**config.mk**
```make
export PLATFORM = sky130hd
export DESIGN_NAME = prog_loader
export DESIGN_NICKNAME = d
export VERILOG_FILES = /design/src/rtl/prog_loader.sv
export SDC_FILE = /design/constraint.sdc
export NUM_CORES = 1
export LEC_CHECK = 0
export ABC_CLOCK_PERIOD_IN_PS = 3800
export BUFFER_PORTS_ARGS = -buffer_cell sky130_fd_sc_hd__buf_2
export CORE_MARGIN = 5
export CORE_UTILIZATION = 25
export DETAILED_ROUTE_END_ITERATION = 10
export PLACE_DENSITY_LB_ADDON = 0.05
export SYNTH_ARGS = -nofsm -noshare
export SYNTH_HDL_FRONTEND = slang
export SYNTH_SLANG_ARGS = --single-unit
```
**constraint.sdc**
```tcl
create_clock -name clk -period 3.8 [get_ports clk]
set_input_delay 0.19 -clock clk [delete_from_list [all_inputs] [get_ports clk]]
set_output_delay 0.19 -clock clk [all_outputs]
set_load 0.02 [all_outputs]
```
**src/rtl/prog_loader.sv**
```systemverilog
// Boot-time program loader: assembles a framed, big-endian byte stream into
// 32-bit code-memory writes, verifies a trailing XOR checksum, then releases the core.
module prog_loader #(
   parameter int ADDR_W = 10
) (
   input  logic              clk,
   input  logic              rst_n,
   input  logic              start,
   input  logic              s_valid,
   input  logic [7:0]        s_data,
   output logic              s_ready,
   output logic              mem_we,
   output logic [ADDR_W-1:0] mem_addr,
   output logic [31:0]       mem_wdata,
   output logic              busy,
   output logic              done,
   output logic              err,
   output logic              core_run
);

   typedef enum logic [2:0] {
      IDLE   = 3'd0,
      HDR_HI = 3'd1,
      HDR_LO = 3'd2,
      DATA   = 3'd3,
      CHK    = 3'd4,
      DONE   = 3'd5,
      ERR    = 3'd6
   } state_t;

   localparam int          IW  = ADDR_W + 1;
   localparam logic [16:0] CAP = 17'(1) << ADDR_W;

   state_t         state, state_nxt;
   logic [15:0]    count;
   logic [1:0]     byte_cnt;
   logic [IW-1:0]  word_idx;
   logic [7:0]     xor_acc;
   logic [23:0]    word_sr;
   logic           in_frame;
   logic           accept;
   logic           restart;
   logic [16:0]    hdr_n;
   logic           last_word;

   // Stream handshake: a byte moves on a rising edge with s_valid && s_ready;
   // s_ready is a pure function of state, so there is no mid-frame backpressure.
   assign in_frame = (state == HDR_HI) || (state == HDR_LO) ||
                     (state == DATA)   || (state == CHK);
   assign s_ready  = in_frame;
   assign busy     = in_frame;
   assign done     = (state == DONE);
   assign err      = (state == ERR);
   assign core_run = (state == DONE);

   assign accept    = s_valid && in_frame;
   assign restart   = start && ((state == IDLE) || (state == DONE) || (state == ERR));
   assign hdr_n     = {1'b0, count[15:8], s_data};
   assign last_word = (17'(word_idx) + 17'd1) == {1'b0, count};

   always_ff @(posedge clk or negedge rst_n) begin
      if (!rst_n) state <= IDLE;
      else        state <= state_nxt;
   end

   always_comb begin
      state_nxt = state;
      case (state)
         IDLE, DONE, ERR: if (restart) state_nxt = HDR_HI;
         HDR_HI:          if (accept) state_nxt = HDR_LO;
         HDR_LO: begin
            if (accept) begin
               if (hdr_n > CAP)        state_nxt = ERR;
               else if (hdr_n == 17'd0) state_nxt = CHK;
               else                     state_nxt = DATA;
            end
         end
         DATA:    if (accept && (byte_cnt == 2'd3) && last_word) state_nxt = CHK;
         CHK:     if (accept) state_nxt = (s_data == xor_acc) ? DONE : ERR;
         default: state_nxt = IDLE;
      endcase
   end

   // Word writes are registered: the strobe appears the cycle after byte 3 is taken.
   always_ff @(posedge clk or negedge rst_n) begin
      if (!rst_n) begin
         count     <= '0;
         byte_cnt  <= '0;
         word_idx  <= '0;
         xor_acc   <= '0;
         word_sr   <= '0;
         mem_we    <= 1'b0;
         mem_addr  <= '0;
         mem_wdata <= '0;
      end else begin
         mem_we <= 1'b0;
         if (restart) begin
            byte_cnt <= '0;
            word_idx <= '0;
            xor_acc  <= '0;
         end
         if (accept) begin
            case (state)
               HDR_HI: count[15:8] <= s_data;
               HDR_LO: count[7:0]  <= s_data;
               DATA: begin
                  xor_acc  <= xor_acc ^ s_data;
                  byte_cnt <= byte_cnt + 2'd1;
                  word_sr  <= {word_sr[15:0], s_data};
                  if (byte_cnt == 2'd3) begin
                     mem_we    <= 1'b1;
                     mem_addr  <= word_idx[ADDR_W-1:0];
                     mem_wdata <= {word_sr, s_data};
                     word_idx  <= word_idx + IW'(1);
                  end
               end
               default: ;
            endcase
         end
      end
   end

endmodule

```
==> results_dict.tcl <==
set metrics [dict create \
    cts.clk_slew.worst_paths_ps 80 \
    nNetsFinal 610 \
    vias_per_cell 4.47 \
    crit_type "register to register" \
    cts_buffers 9 \
    yosys-top-cells-area "dfrtp_1 54%, nand2_1 17%, mux2_2 3.9%" \
    antenna_found_initial 0 \
    io-pin-count 60 \
    synthAdderAreaFrac 0.00505 \
    finClkSkew_ps 7.42 \
    crit_fanout 8 \
    dr.max_layer_used "met4" \
    drt_first_pass_iters 4 \
    required_ps 4040 \
    post-dp-hpwl_mm 9.19 \
    wl_met2_mm 5.92 \
    grt_usage 0.127 \
    run_status "completed" \
    ys.flop_type "dfrtp_1" \
    fp.dieH_microns 151 \
    vias 3875 \
    syn_avg_cell_area_sq_um 9.03 \
    drt-initial-drc-count 263 \
    clock-sinks 107 \
    initial_core_util 0.254 \
    die-area_sq_um 22700 \
    synth_common_cells "221 x nand2_1, 107 x dfrtp_1, 38 x o21ai_0" \
    synth_nets 562 \
    internal_power_w 0.00254 \
    p_per_area_nw_per_um2 711 \
    ctsHtreeMaxLevel 3 \
    start_kind "register" \
    grt_pass1_wl_mm 22.5 \
    fin_tns_setup_ps 0 \
    synth-xor-area-share 0.0334 \
    p_clk_frac 0.225 \
    synth_compound_area_frac 0.0993 \
    peakVddDrop_uv 225 \
    areaGrowthSynthToFinish_pct 17.2 \
    muxShareOfSynthArea 0.0427 \
    cts_setup_buffers 0 \
    cp-end-kind "register" \
    fin_crit_ps 2760 \
    cts.hold.buffers_added 1 \
    grt_max_degree 57 \
    root_buffer "clkbuf_16" \
    yosys.area_share.simple 0.244 \
    power_leakage_nw 2.90 \
    tightestPinTransition_ps 961 \
    synth_edf_count 0 \
    worstSkewPairLatency_ps 360 \
    synth_top_family_by_area "simple AND/OR/NAND/NOR gates" \
    num_rows 51 \
    rsz0062_at_grt "false" \
    finalMaxSlewViolations 0 \
    cts-resized-gates 0 \
    routed_wl_mm 13.7 \
    ctsLongestPathBuffers 2 \
    drive_gt1_frac 0.176 \
    numPortBuffers 59 \
    grt.overflow.total 0 \
    setup_viol 0 \
    ys_seq_area_frac 0.541 \
    drcViolationCount 0 \
    fmax_mhz 362 \
    yosys.area.top_type "dfrtp_1" \
    wl_met1_mm 6.97 \
    ant_nets 0 \
    met3_length_microns 581 \
    fillCellCount 2087 \
    dp_slack_ps 1050 \
    diodes 0 \
    yosys_warnings 0 \
    die_w_microns 151 \
    netlist_instances 548 \
    syn_area_sq_um 4950 \
    place_congestion 0.813 \
    hp-class "input pin to register" \
    critical_path_arrival_ps 3000 \
    seqPwrFrac 0.445 \
    synth_cell_type_count 52 \
    cts_tree "yes" \
    switching_share 0.386 \
    p_switching_w 0.00159 \
    power_frac_comb 0.329 \
    grt_pass1_vias 4030 \
    ys_seq_elements 107 \
    async_reset_ff_frac 1.00 \
    maxCapViolCount 0 \
    fin_ws_ps 1040 \
    yosysMostFrequentCell "nand2_1" \
    core_sq_um 19500 \
    finalCritPeriodShare 0.728 \
    routedWlPerCell_microns 15.8 \
    relSlewSlack 0.360 \
    hold_viol 0 \
    fin_hold_ws_ps 133 \
    synth_top_area_share 0.541 \
]
-- cell type report --
type,instances,area [sq um],share of cell area
clock inverter,5,45.0,0.00776
sequential,107,2680,0.461
multi-input combinational,401,2110,0.363
timing repair buffer,67,360,0.0621
clock buffer,11,243,0.0418
tap,265,332,0.0571
inverter,10,37.5,0.00647
-- through the flow --
step / cells / utilization / area (sq um) / power (W)
after floorplan: 548 / - / 4950 / 0.00279
after global placement: 849 / 0.283 / 5510 / 0.00323
after detailed placement: 849 / 0.283 / 5510 / 0.00325
after CTS: 866 / 0.298 / 5800 / 0.00420
after global routing: 866 / 0.298 / 5800 / 0.00444
final: 866 / 0.298 / 5800 / 0.00413
-- power groups by stage --
stage / Clock [W] / Combinational [W] / Sequential (W)
6_report: 0.000930 / 0.00136 / 0.00184
5_1_grt: 0.00100 / 0.00153 / 0.00191
4_1_cts: 0.000969 / 0.00139 / 0.00185
3_5_place_dp: 0 / 0.00138 / 0.00187
3_3_place_gp: 0 / 0.00137 / 0.00185
2_1_floorplan: 0 / 0.000922 / 0.00187
-- metal layers --
| metal | vias to the layer above | global-route usage |
|---|---|---|
| met4 | 0 | 0.0431 |
| met1 | 1862 | 0.183 |
| li1 | 1930 | - |
| met5 | - | 0 |
| met2 | 68 | 0.191 |
| met3 | 15 | 0.0232 |
-- flip-flops by register name (all words and copies together), names as in the netlist --
| signal | cells |
|---|---|
| mem_wdata | 32 |
| word_sr | 24 |
| count | 16 |
| word_idx | 11 |
| mem_addr | 10 |
| xor_acc | 8 |
| state | 3 |
| byte_cnt | 2 |
| mem_we | 1 |
-- logic make-up after synthesis --
logic type	Yosys count
fa+ha+maj	2
compound gates	77
mux	19
simple gates	285
xor+xnor	18
buf+inv	40
flops	107
-- critical path, cell delays in order, from the launching register on --
cell and delay, ps:
dfrtp_1 470, ha_1 380, xor2_2 180, or4_4 510, a2111oi_0 370, nand4_1 180, o31a_1 270, o311a_1 290
-- worst paths after layout --
path,end,start,cells past startpoint,slack (ps)
hold reg to reg,mem_wdata[28],mem_wdata[28],2,470
setup / recovery,state[2],word_idx[0],7,1040
max in group asynchronous,mem_addr[7],rst_n,3,2510
hold / removal,mem_wdata[1],s_data[1],3,130
setup reg to reg,state[2],word_idx[0],7,1040
min in group asynchronous,count[10],rst_n,2,380
-- placed cells by master (no fill, tap or decap), types with 6 or more instances in the layout --
master	instances
xnor2_1	12
o21ai_0	38
mux2_2	17
nand2b_1	10
inv_1	9
nand2_1	220
nor2_1	11
a21oi_1	6
o31ai_1	7
and3_1	9
buf_2	58
dfrtp_1	107
buf_4	8
nand3_1	8
nor4_1	6
clkbuf_16	9
(Power assumes the default switching activity.)
